$ cat src/rtl/multi_encoder.sv
// multi_encoder: sequential one-hot to binary encoder for K concatenated lanes.
// One lane is encoded per clock. The packed index string and the per-lane
// error flags are returned over a valid/ready handshake. A lane is flagged
// when it does not hold exactly one set bit; its index is then the lowest
// set bit, or zero for an empty lane.
module multi_encoder #(
  parameter int SIZE = 8,
  parameter int BIT  = $clog2(SIZE),
  parameter int K    = 4
) (
  input  logic                clk,
  input  logic                rst_n,
  input  logic                in_valid_i,
  output logic                in_ready_o,
  input  logic [K*SIZE-1:0]   onehot_i,
  output logic                out_valid_o,
  input  logic                out_ready_i,
  output logic [K*BIT-1:0]    string_o,
  output logic [K-1:0]        err_o,
  output logic                busy_o
);

  localparam int CW = (K > 1) ? $clog2(K) : 1;
  localparam logic [CW-1:0] CNT_LAST = CW'(K - 1);

  typedef enum logic [1:0] {
    IDLE   = 2'd0,
    ENCODE = 2'd1,
    DONE   = 2'd2
  } state_t;

  // Returns {err, index} for one lane: index of the lowest set bit,
  // err set unless exactly one bit is set.
  function automatic logic [BIT:0] encode_lane(input logic [SIZE-1:0] lane);
    logic [BIT-1:0] idx;
    int unsigned    ones;
    idx  = '0;
    ones = 32'd0;
    // Scanning downward leaves the lowest set bit's position in idx.
    for (int i = SIZE - 1; i >= 0; i--) begin
      idx  = lane[i] ? BIT'(i) : idx;
      ones = ones + 32'(lane[i]);
    end
    return {(ones != 32'd1), idx};
  endfunction

  state_t                state_q, state_d;
  logic [CW-1:0]         cnt_q, cnt_d;
  logic [K*SIZE-1:0]     vec_q, vec_d;
  logic [K*BIT-1:0]      string_q, string_d;
  logic [K-1:0]          err_q, err_d;
  logic                  out_valid_q, out_valid_d;
  logic [SIZE-1:0]       lane_s;
  logic [BIT:0]          enc_s;

  // Lane currently addressed by the counter and its encoding.
  always_comb begin
    lane_s = vec_q[int'(cnt_q) * SIZE +: SIZE];
    enc_s  = encode_lane(lane_s);
  end

  // Next-state and datapath update for the IDLE/ENCODE/DONE sequence.
  always_comb begin
    state_d     = state_q;
    cnt_d       = cnt_q;
    vec_d       = vec_q;
    string_d    = string_q;
    err_d       = err_q;
    out_valid_d = out_valid_q;
    case (state_q)
      IDLE: begin
        if (in_valid_i) begin
          vec_d    = onehot_i;
          string_d = '0;
          err_d    = '0;
          cnt_d    = '0;
          state_d  = ENCODE;
        end else begin
          state_d  = IDLE;
        end
      end
      ENCODE: begin
        string_d[int'(cnt_q) * BIT +: BIT] = enc_s[BIT-1:0];
        err_d[cnt_q]                       = enc_s[BIT];
        if (cnt_q == CNT_LAST) begin
          // Counter parks at K-1 until the next acceptance clears it.
          state_d     = DONE;
          out_valid_d = 1'b1;
        end else begin
          cnt_d       = cnt_q + CW'(1);
        end
      end
      DONE: begin
        if (out_ready_i) begin
          out_valid_d = 1'b0;
          state_d     = IDLE;
        end else begin
          state_d     = DONE;
        end
      end
      default: begin
        state_d     = IDLE;
        out_valid_d = 1'b0;
      end
    endcase
  end

  // State and datapath registers; reset discards any in-flight transaction.
  always_ff @(posedge clk or negedge rst_n) begin
    if (!rst_n) begin
      state_q     <= IDLE;
      cnt_q       <= '0;
      vec_q       <= '0;
      string_q    <= '0;
      err_q       <= '0;
      out_valid_q <= 1'b0;
    end else begin
      state_q     <= state_d;
      cnt_q       <= cnt_d;
      vec_q       <= vec_d;
      string_q    <= string_d;
      err_q       <= err_d;
      out_valid_q <= out_valid_d;
    end
  end

  assign in_ready_o  = (state_q == IDLE);
  assign busy_o      = (state_q == ENCODE);
  assign out_valid_o = out_valid_q;
  assign string_o    = string_q;
  assign err_o       = err_q;

endmodule

$ cat config.mk
export PLATFORM = sky130hd
export DESIGN_NAME = multi_encoder
export DESIGN_NICKNAME = d
export VERILOG_FILES = /design/src/rtl/multi_encoder.sv
export SDC_FILE = /design/constraint.sdc
export NUM_CORES = 1
export LEC_CHECK = 0
export BUFFER_PORTS_ARGS = -buffer_cell sky130_fd_sc_hd__buf_2
export CORE_UTILIZATION = 45
export DETAILED_ROUTE_END_ITERATION = 7
export PLACE_DENSITY = 0.78
export SLEW_MARGIN = 15
export SYNTH_ARGS = -nofsm -noshare
export SYNTH_HDL_FRONTEND = slang
export SYNTH_SLANG_ARGS = --single-unit
export TNS_END_PERCENT = 100
$ cat constraint.sdc
create_clock -name clk -period 7.41 [get_ports clk]
set_input_delay 0.741 -clock clk [delete_from_list [all_inputs] [get_ports clk]]
set_output_delay 0.741 -clock clk [all_outputs]
set_load 0.01 [all_outputs]
; ---- After elaboration in Yosys (flattened, before gate mapping)
; Cells that the tools add are included.
[word_totals]
ff_bits = 53
input_bits = 36
[classes]
add_sub_neg = 9
multipliers = 1
order_cmp = 2
eq_ne = 8
n_shift = 3
muxes = 26
bitwise_logic = 1
reduce_logical = 7
[op_table]
columns = op, count
row1 = negator 4 -> 33 bit, 1
row2 = variable shift 3 x 33 -> 12 bit (first input constant), 1
row3 = indexed part select 3 x 33 -> 12 bit, 1
row4 = indexed part select 32 x 6 -> 8 bit, 1
row5 = two-way mux 3 bit, 8
row6 = one-hot mux 12 bit (2 select lines), 1
row7 = bitwise mux 12 bit, 1
row8 = two-way mux 12 bit, 1
row9 = adder 7 x 1 -> 8 bit, 1
row10 = two-way mux 2 bit, 4
row11 = inequality test 8 x 1 -> 1 bit (second input constant), 1
row12 = one-hot mux 4 bit (2 select lines), 1
row13 = adder 6 x 1 -> 7 bit, 1
row14 = adder 5 x 1 -> 6 bit, 1
row15 = inequality test 2 bit (second input constant), 3
row16 = one-hot mux 2 bit (3 select lines), 1
row17 = AND reduction 3 bit, 2
row18 = adder 4 x 1 -> 5 bit, 1
row19 = adder 3 x 1 -> 4 bit, 1
row20 = bitwise mux 4 bit, 1
row21 = == test 2 bit (second input constant), 2
row22 = multiplier 2 x 2 -> 4 bit (second input constant), 1
row23 = two-way mux 1 bit, 4
row24 = two-way mux 4 bit, 1
row25 = 15 further kinds, 16

; ---- Depth between registers and ports, before layout
; Gate-level depths: netlist (run 1).
[logic_depth]
ltp_word = 12
ltp_mapped = 14
depth_no_buf = 13

; ---- Worst setup path before layout (run 1)
; Ideal clock, no wire load.
[synth_path]
path_kind = register to register
startpoint = reg cnt_q[0]
endpoint = reg err_q[0] (netlist: err_o[0])
setup_time_ns = 0.083
arrival_ns = 4.046
t_required_ns = 7.327
slack_ns = 3.281
path_stages_with_launch = 15
synth_period_minus_slack_ns = 4.129
path_cell_list = dfrtp_1 -> buf_6 -> mux4_2 -> inv_1 -> fa_1 -> fa_1 -> fa_1 -> inv_1 -> ha_1 -> inv_1 -> fa_1 -> nor2b_1 -> a31o_2 -> and3_1 -> o21ai_0
[synth_via]
elab_chain_len = 11
[synth_rtl]
columns = item, line
row1 = from (decl), 48  ; logic [CW-1:0] cnt_q, cnt_d;
row2 = from (signal assigned), 119  ; cnt_q <= cnt_d;
row3 = indexed part select 32 x 6 -> 8 bit, 58  ; lane_s = vec_q[int'(cnt_q) * SIZE +: SIZE];
row4 = adder 1 x 1 -> 2 bit, 42  ; ones = ones + 32'(lane[i]);
row5 = adder 2 x 1 -> 3 bit, 42
row6 = adder 3 x 1 -> 4 bit, 42
row7 = adder 4 x 1 -> 5 bit, 42
row8 = adder 5 x 1 -> 6 bit, 42
row9 = adder 6 x 1 -> 7 bit, 42
row10 = adder 7 x 1 -> 8 bit, 42
row11 = inequality test 8 x 1 -> 1 bit, 44  ; return {(ones != 32'd1), idx};
row12 = bitwise mux 4 bit *, 84  ; err_d[cnt_q] = enc_s[BIT];
row13 = one-hot mux 4 bit (2 select lines) *, 70  ; case (state_q)
row14 = to (signal assigned), 122  ; err_q <= err_d;
row15 = to (decl), 51  ; logic [K-1:0] err_q, err_d;
; Every way passes the cells marked *; elsewhere a longest branch is shown, timed or not.
; A chain may end at the register's enable or synchronous reset.

; ---- Worst setup path after layout (run 1)
; Same ends and word-level chain as after synthesis.

==> results.md, run 1 <==
* Vias/cell at 5.26
* Final worst path period need at 4.57 ns
* Post-CTS Setup Inserts at 0
* Largest fanout on the critical path at 15
* Vias in the first global route at 1767
* CTS tree: done
* Total Routing Usage GR at 0.182
* Top delay family on crit path: adder cells
* Die area at 6220 um^2
* Pin count of the biggest net entering global routing at 54
* Syn Nets at 257
* Worst setup EP type: flip-flop
* Antenna diode count at 0
* Core ar. at 5610 um^2
* Largest family of logic cells by synthesized area: multiplexers
* Initial antenna violation count at 0
* Worst min-delay path class: flip-flop to flip-flop
* Layout Skew at 0.00594 ns
* PostCTS Resize Cnt at 0
* Simple-gate area share of the yosys netlist at 0.0895
* Fmax achieved at 219 MHz
* Mapped cell area at 2660 um^2
* Inserted Clock Buffers at 5
* Row count at 27
* Clock Path Buffers at 2
* GP Congestion at 0.835
* Post-synthesis compound-gate area fraction at 0.0946
* Max Cap Viol at 0
* Status: completed
* Slowest stage delay, CP at 0.79 ns
* Area share of the largest cell type after synthesis at 0.499
* Final #Nets at 312
* Htree depth at 2
* Max-slew violation count at 0
* Critical Path AT at 4.80 ns
* Synth warn at 0
* DR pass1 iterations at 4
* Post-Route Setup TNS at 0 ns
* Post-Synth XOR/XNOR Area at 0
* Post-Synth Adder-Cell Area at 0.0631
* Critical Path Start Type: flip-flop
* Overflow left after global routing at 0
* DR DRC count at 0
* Post-cts hold buffer count at 0
* R2R setup slack at 2.84 ns
* First-pass GRT wire length at 8630 um
* Die height at 78.9 um
* Cells after Synth at 210
* Area contributors post-synth: dfrtp_1, mux2_2, mux4_2
* Sequential area share after synthesis at 0.499
* Worst path required time at 7.64 ns
* Post-synthesis cell type count at 40
* DR vias at 1779
* Avg WL per Cell at 15.1 um
* Hpwl dp at 3850 um
* Crit Path Category: flip-flop to flip-flop
* I/O pins at 55
* RSZ-0062 raised after global routing: false
* Initial core utilization at 0.474
* CP cell instances: mux4_2 > inv_1 > fa_1 > fa_1 > fa_1 > inv_1 > ha_1 > inv_1 > fa_1 > nor2b_1 > a31o_2 > and3_1 > o21ai_0
* IO Port Bufs at 54
* Buf+Inv Stages, Crit Path at 3
* Clock latency on the worst-skew pair at 0.31 ns
* Synth-to-Final Area Change at 16.3%
* ANT nets after route at 0
* Die Wd at 78.9 um
* Clk root buf: clkbuf_8
* Clock-pin slew on the worst setup and hold paths at 0.10 ns
* Largest area contributor in the netlist: dfrtp_1
* Post-synthesis register bit count at 53
* Most common cell on crit path: fa_1
* Tcrit/Tclk final at 0.616
* Initial DRC count at 139
* Routed WL at 5110 um
* # setup viols final at 0
* Share of layout cells above drive strength 1 at 0.417
* Final hold vios at 0
* Rel. slew slack at 0.502
* Avg Cell Area, Syn at 12.7 um^2
* Mux contribution to synthesized area at 0.208
* Critical path's slowest cell: dfrtp_1
* Slew @ Worst Pin at 0.741 ns
* Clock Sinks at 53
layout by cell type, fill, tap and decap left out, types with 2 or more instances in the layout:
cell type  instances
nand3b_1           2
mux4_2             5
clkbuf_8           7
mux2_2            32
o21ai_1            8
fa_1               4
a21oi_1            5
buf_4              2
buf_2             54
mux4_1             3
a32o_1             2
and3_1             2
dfrtp_1           53
nor2_1             5
ha_1               7
nand2b_1           2
nand2_1           20
inv_1             19
a22oi_1            4
o21ai_0            9
nand3_1            2
nor2b_1            2
area by class of cell:
class                      instances  area [um^2]
sequential                        53         1330
clock inverter                     1         8.76
multi-input combinational        130         1210
inverter                          19         71.3
tap                               72         90.1
timing repair buffer              56          285
clock buffer                       7         96.3
fill                             524         2520
synth_stat cells:
master and count:
or2_4 1, a31o_2 1, nor3_1 1, o21ai_1 8
mux4_1 3, o211ai_1 1, o21ai_0 9, a311oi_2 1
dfrtp_1 53, inv_1 19, nor3b_1 1, o311ai_4 1
nand3_1 2, buf_2 2, clkbuf_4 1, buf_1 1
a22oi_1 4, a21o_1 1, nor2b_1 2, clkbuf_1 2
and4_1 1, buf_6 2, nor2_1 5, a221o_1 1
nor2_8 1, and2b_2 1, and3b_2 1, and3_1 2
a21oi_1 5, ha_1 7, nor2_2 1, nand2b_1 2
nand3b_1 2, a32o_1 2, nand2_1 20, o41ai_2 1
mux2_2 32, mux4_2 5, fa_1 4, nor4_1 1
tightest hold or removal path, stage by stage, from the launching register on:
cell and delay, ns:
dfrtp_1 0.35, nand2_1 0.04, o21ai_0 0.06
per-layer routing:
metal / wire length [um] / up-vias / track usage
met3: 278 / 9 / 0.0379
met4: 81 / 0 / 0.0600
li1: - / 852 / -
met1: 2410 / 865 / 0.260
met5: 0 / - / 0
met2: 2340 / 53 / 0.277
state kept, by name (all words and copies together) (netlist names):
signal,flops
cnt_q,2
err_o,4
out_valid_o,1
state_q,2
string_o,12
vec_q,32
worst paths after layout:
path	startpoint	end	cells after the start
max in group asynchronous	rst_n	state_q[1]$_DFFE_PN0N_	2
min in group asynchronous	rst_n	vec_q[19]$_DFFE_PN0P_	2
worst max-delay path	cnt_q[0]$_DFFE_PN0P_	err_o[0]$_DFFE_PN0P_	13
worst min-delay path	string_o[11]$_DFFE_PN0P_	string_o[11]$_DFFE_PN0P_	2
worst min register to register	string_o[11]$_DFFE_PN0P_	string_o[11]$_DFFE_PN0P_	2
worst max register to register	cnt_q[0]$_DFFE_PN0P_	err_o[0]$_DFFE_PN0P_	13
stage by stage:
stage / utilization / setup WS (ns) / std cells / instance area (um^2) / hold slack (ns)
6_report: 0.551 / 2.84 / 338 / 3090 / 0.482
5_1_grt: 0.551 / 2.56 / 338 / 3090 / 0.515
4_1_cts: 0.551 / 2.80 / 338 / 3090 / 0.492
3_5_place_dp: 0.533 / 2.80 / 330 / 2990 / 0.469
3_3_place_gp: 0.533 / 3.00 / 330 / 2990 / 0.456
2_1_floorplan: - / 3.28 / 210 / 2660 / 0.445
logic make-up after synthesis:
kind of cell / after synthesis
DFF: 53
AOI/OAI and AO/OA: 35
and+or+nand+nor: 44
adders and majority gates: 11
muxes: 40
buffers and inverters: 27
Power of run 1 is not shown: default switching activity piles up to over one toggle a cycle in this logic, so the estimate is an artifact.
==> inputs of run 2 (changes only) <==
--- a/config.mk
+++ b/config.mk
@@ -8,7 +8,7 @@
 export BUFFER_PORTS_ARGS = -buffer_cell sky130_fd_sc_hd__buf_2
 export CORE_UTILIZATION = 45
 export DETAILED_ROUTE_END_ITERATION = 7
-export PLACE_DENSITY = 0.78
+export PLACE_DENSITY = 0.8
 export SLEW_MARGIN = 15
 export SYNTH_ARGS = -nofsm -noshare
 export SYNTH_HDL_FRONTEND = slang
==> constraint.sdc (replaced) <==
create_clock -name clk -period 4.15 [get_ports clk]
set_input_delay 0.415 -clock clk [delete_from_list [all_inputs] [get_ports clk]]
set_output_delay 0.415 -clock clk [all_outputs]
set_load 0.01 [all_outputs]
==> run 2 against run 1 <==
Against the previous run:
- global-route usage increased by 0.58 points
- die area unchanged
- utilization increased by 0.42 points
- routed wire length decreased by 0.20%
- sequential share of layout area decreased by 0.29 points
- critical endpoint is now err_o[2]$_DFFE_PN0P_
- first-iteration DRC count decreased by 30%
- setup slack got worse by 2.7 ns
- final cell count increased by 1.8%
- worst hold slack got worse by 0.27 ns
- clock skew increased by 0.00092 ns
- register-to-register slack got worse by 2.7 ns
- flip-flop and latch count unchanged
==> results.md, run 2 (synthesis results as in run 1) <==
* GP Congestion at 0.837
* Core ar. at 5610 um^2
* Final #Nets at 318
* Hpwl dp at 3880 um
* Pin count of the biggest net entering global routing at 54
* First-pass GRT wire length at 8910 um
* Post-Route Setup TNS at 0 ns
* Crit Path Category: flip-flop to flip-flop
* DR vias at 1799
* Die height at 78.9 um
* Die area at 6220 um^2
* Clk root buf: clkbuf_8
* CP cell instances: mux4_2 > inv_1 > fa_1 > fa_1 > fa_1 > inv_1 > ha_1 > inv_1 > fa_1 > nor2_1 > a31o_2 > nand3_1 > a32o_1
* Initial DRC count at 97
* Overflow left after global routing at 0
* Avg WL per Cell at 14.8 um
* Worst min-delay path class: input port to asynchronous set/reset pin
* Tcrit/Tclk final at 0.959
* Most common cell on crit path: fa_1
* FF-to-FF path depth at 13
* Vias in the first global route at 1887
* Share of layout cells above drive strength 1 at 0.430
* Inserted Clock Buffers at 5
* CTS tree: done
* I/O pins at 55
* Fin Hold WS at 0.211 ns
* Total Routing Usage GR at 0.188
* Post-route cell area at 3120 um^2
* Status: completed
* Slew @ Worst Pin at 0.758 ns
* Reg with most FFs: vec_q
* Largest fanout on the critical path at 4
* Worst path required time at 4.35 ns
* IO Port Bufs at 54
* Worst setup EP type: flip-flop
* Die Wd at 78.9 um
* Final worst path period need at 3.98 ns
* Max Cap Viol at 0
* Synth-to-Final Area Change at 17.2%
* Worst R2R Start: cnt_q[0]$_DFFE_PN0P_
* Dpl cell area at 3020 um^2
* Clock Path Buffers at 2
* Clock Sinks at 53
* Clock latency on the worst-skew pair at 0.30 ns
* Initial antenna violation count at 0
* Layout Skew at 0.00686 ns
* Initial core utilization at 0.474
* Routed WL at 5100 um
* Critical Path AT at 4.18 ns
* Clock-pin slew on the worst setup and hold paths at 0.09 ns
* Most frequent cells in the layout: buf_2, dfrtp_1, mux2_2
* Post-place setup slack at 0.0731 ns
* Antenna diode count at 0
* Rel. slew slack at 0.494
* Critical path's slowest cell: mux4_2
* Vias/cell at 5.23
* Row count at 27
* Max-slew violation count at 0
* DR DRC count at 0
* RSZ-0062 raised after global routing: false
* R2R setup slack at 0.17 ns
* Htree depth at 2
* DR pass1 iterations at 4
* ANT nets after route at 0
* Slowest stage delay, CP at 0.59 ns
* Final hold vios at 0
* # setup viols final at 0
* R2r endpoint: err_o[2]$_DFFE_PN0P_
* Critical Path Start Type: flip-flop
* Most common cell after layout, fill and taps aside: buf_2
* Final worst slack at 0.171 ns
* Number of flip-flops in the largest register at 32
* Fmax achieved at 251 MHz
==> run 2: through the flow <==
step                      std cells  utilization
after CTS                       343        0.554
after detailed placement        335        0.539
after global placement          335        0.539
after floorplan                 210            -
final                           344        0.556
after global routing            344        0.556
==> run 2: what timing repair did <==
item | in CTS | in global routing
endpoints found under the setup margin | 0 | 4
resized for setup | 0 | 1
hold buffers | 0 | 0
buffers inserted | 0 | 1
==> run 2: worst max path at each step <==
stage                                    start              endpoint  depth (start not counted)
after detailed placement  cnt_q[0]$_DFFE_PN0P_  err_o[2]$_DFFE_PN0P_                         13
after global routing      cnt_q[0]$_DFFE_PN0P_  err_o[3]$_DFFE_PN0P_                         13
after floorplan           cnt_q[0]$_DFFE_PN0P_  err_o[0]$_DFFE_PN0P_                         14
after global placement    cnt_q[0]$_DFFE_PN0P_  err_o[0]$_DFFE_PN0P_                         13
final                     cnt_q[0]$_DFFE_PN0P_  err_o[2]$_DFFE_PN0P_                         13
after CTS                 cnt_q[0]$_DFFE_PN0P_  err_o[2]$_DFFE_PN0P_                         13
==> run 2: layout make-up <==
| class | count | area (um^2) |
|---|---|---|
| Fill cell | 511 | 2490 |
| Clock inverter | 2 | 10.0 |
| Inverter | 19 | 71.3 |
| Timing Repair Buffer | 62 | 330 |
| Clock buffer | 6 | 72.6 |
| Tap cell | 72 | 90.1 |
| Sequential cell | 53 | 1330 |
| Multi-Input combinational cell | 130 | 1210 |
==> run 2: per-layer routing <==
layer / GRT usage / vias to the layer above / wire [um]
met5: 0 / - / 0
met4: 0.0582 / 0 / 64
met3: 0.0471 / 6 / 272
met2: 0.310 / 52 / 2530
met1: 0.244 / 884 / 2230
li1: - / 857 / -
==> run 2: worst max-delay path: cells and delay by family (launching register included) <==
family | cells | cell delay (ns)
muxes | 1 | 0.59
DFF | 1 | 0.43
AOI/OAI and AO/OA | 2 | 0.45
adders and majority gates | 5 | 1.97
and+or+nand+nor | 2 | 0.21
buffers and inverters | 3 | 0.23
Power of run 2 is left out for the same reason.
==> inputs of run 3 (changes only) <==
--- a/config.mk
+++ b/config.mk
@@ -7,6 +7,7 @@
 export LEC_CHECK = 0
 export BUFFER_PORTS_ARGS = -buffer_cell sky130_fd_sc_hd__buf_2
 export CORE_UTILIZATION = 45
+export CTS_CLUSTER_SIZE = 24
 export DETAILED_ROUTE_END_ITERATION = 7
 export PLACE_DENSITY = 0.8
 export SLEW_MARGIN = 15
==> constraint.sdc (replaced) <==
create_clock -name clk -period 4.15 [get_ports clk]
set_input_delay 0.2075 -clock clk [delete_from_list [all_inputs] [get_ports clk]]
set_output_delay 0.2075 -clock clk [all_outputs]
set_load 0.01 [all_outputs]
==> run 3 against run 2 <==
Against the previous run:
- the run now ends with hold timing left
- fmax grew 0.72%
- die area unchanged
- flip-flop and latch count unchanged
- design area is 0.60% higher
- critical path depth unchanged
- worst hold slack got worse by 0.22 ns
- via count increased by 1.4%
- utilization is 0.33 points higher
- global-route usage shrank 0.15 points
- clock skew is 0.0035 ns higher
- non-clock buffer count up 1
- largest cell class unchanged
- highest routed layer unchanged
==> results.md, run 3 (synthesis results as in run 1) <==
* Status: complete, but fails checks
* Violated checks: hold timing
* Most common cell after layout, fill and taps aside: buf_2
* IO Port Bufs at 54
* Clock Path Buffers at 2
* Most common cell on crit path: fa_1
* Row count at 27
* CP cell instances: mux4_2 > inv_2 > fa_1 > fa_1 > fa_1 > inv_1 > ha_1 > inv_1 > fa_1 > nor2_1 > a31o_2 > nand3_1 > a32o_1
* Fmax achieved at 253 MHz
* Fin Hold WS at -0.00796 ns
* Htree depth at 2
* Worst min-delay path class: input port to asynchronous set/reset pin
* DR DRC count at 0
* # setup viols final at 0
* Crit Path Category: flip-flop to flip-flop
* Cells after DPL at 335
* Synth-to-Final Area Change at 17.9%
* Pin count of the biggest net entering global routing at 54
* ANT nets after route at 0
* Number of flip-flops in the largest register at 32
* Worst setup EP type: flip-flop
* Die area at 6220 um^2
* Antenna diode count at 0
* Die height at 78.9 um
* Slew @ Worst Pin at 0.825 ns
* DR vias at 1824
* I/O pins at 55
* Routed WL at 5270 um
* First-pass GRT wire length at 8810 um
* Post-Route Setup TNS at 0 ns
* Final Non-Filler Cells at 345
* Initial DRC count at 139
* Final #Nets at 319
* Clock Sinks at 53
* Most frequent cells in the layout: buf_2, dfrtp_1, mux2_2
* Inserted Clock Buffers at 5
* Share of layout cells above drive strength 1 at 0.443
* Overflow left after global routing at 0
* Final worst path period need at 3.95 ns
* Total Routing Usage GR at 0.186
* Post-layout util at 0.559
* Critical path's slowest cell: mux4_2
* Die Wd at 78.9 um
* Initial core utilization at 0.474
* Fill cell count at 509
* Worst path required time at 4.36 ns
* Vias/cell at 5.29
* Initial antenna violation count at 0
* Reg with most FFs: vec_q
* Clk root buf: clkbuf_8
* Avg WL per Cell at 15.3 um
* Largest fanout on the critical path at 5
* Core ar. at 5610 um^2
* Critical Path Start Type: flip-flop
* RSZ-0062 raised after global routing: false
* Layout Skew at 0.0104 ns
* GP Congestion at 0.837
* Vias in the first global route at 1865
* CTS tree: done
* R2R setup slack at 0.20 ns
* Max-slew violation count at 0
* Hpwl dp at 3980 um
* Critical Path AT at 4.16 ns
* Clock-pin slew on the worst setup and hold paths at 0.10 ns
* Slowest stage delay, CP at 0.57 ns
* Tcrit/Tclk final at 0.952
* Max Cap Viol at 0
* DR pass1 iterations at 4
* Rel. slew slack at 0.448
* Final hold vios at 8
* Clock latency on the worst-skew pair at 0.31 ns
==> run 3: critical path: cells and delay by family (launching register included) <==
kind / cells / cell delay [ns]
AND/OR/NAND/NOR: 2 / 0.20
buffers and inverters: 3 / 0.22
flip-flops: 1 / 0.44
adder cells (fa/ha/maj): 5 / 1.95
AO/OA/AOI/OAI: 2 / 0.45
multiplexers: 1 / 0.57
==> run 3: routing by layer <==
metal	wire [um]	track usage	vias up
li1	-	-	864
met1	2260	0.233	896
met2	2630	0.317	54
met3	275	0.0448	10
met4	106	0.0618	0
met5	0	0	-
==> run 3: worst paths after layout <==
| kind | from | end | cells past startpoint |
|---|---|---|---|
| max | cnt_q[0]$_DFFE_PN0P_ | err_o[2]$_DFFE_PN0P_ | 13 |
| min | rst_n | vec_q[5]$_DFFE_PN0P_ | 2 |
| max reg2reg | cnt_q[0]$_DFFE_PN0P_ | err_o[2]$_DFFE_PN0P_ | 13 |
| min reg2reg | string_o[8]$_DFFE_PN0P_ | string_o[8]$_DFFE_PN0P_ | 2 |
| max in group asynchronous | rst_n | cnt_q[0]$_DFFE_PN0P_ | 2 |
| min in group clk | onehot_i[1] | vec_q[1]$_DFFE_PN0P_ | 2 |
==> run 3: layout make-up <==
class	count	area (um^2)	share of cell area
sequential	53	1330	0.424
multi-input combinational	130	1210	0.387
timing repair buffer	63	338	0.108
tap	72	90.1	0.0287
inverter	19	71.3	0.0228
clock buffer	5	68.8	0.0220
clock inverter	3	25.0	0.00798
==> run 3: timing repair <==
item,in CTS,in global routing
setup buffers,0,2
endpoints found under the setup margin,0,4
hold buffers,0,0
gates resized for setup,0,4
==> run 3: through the flow <==
| stage | cell area, um^2 | worst slack [ns] |
|---|---|---|
| after global routing | 3130 | 0.0104 |
| final | 3130 | 0.199 |
| after detailed placement | 3020 | 0.0920 |
| after floorplan | 2660 | 0.0215 |
| after global placement | 3020 | 0.177 |
| after CTS | 3120 | 0.0308 |
Power of run 3 is left out for the same reason.
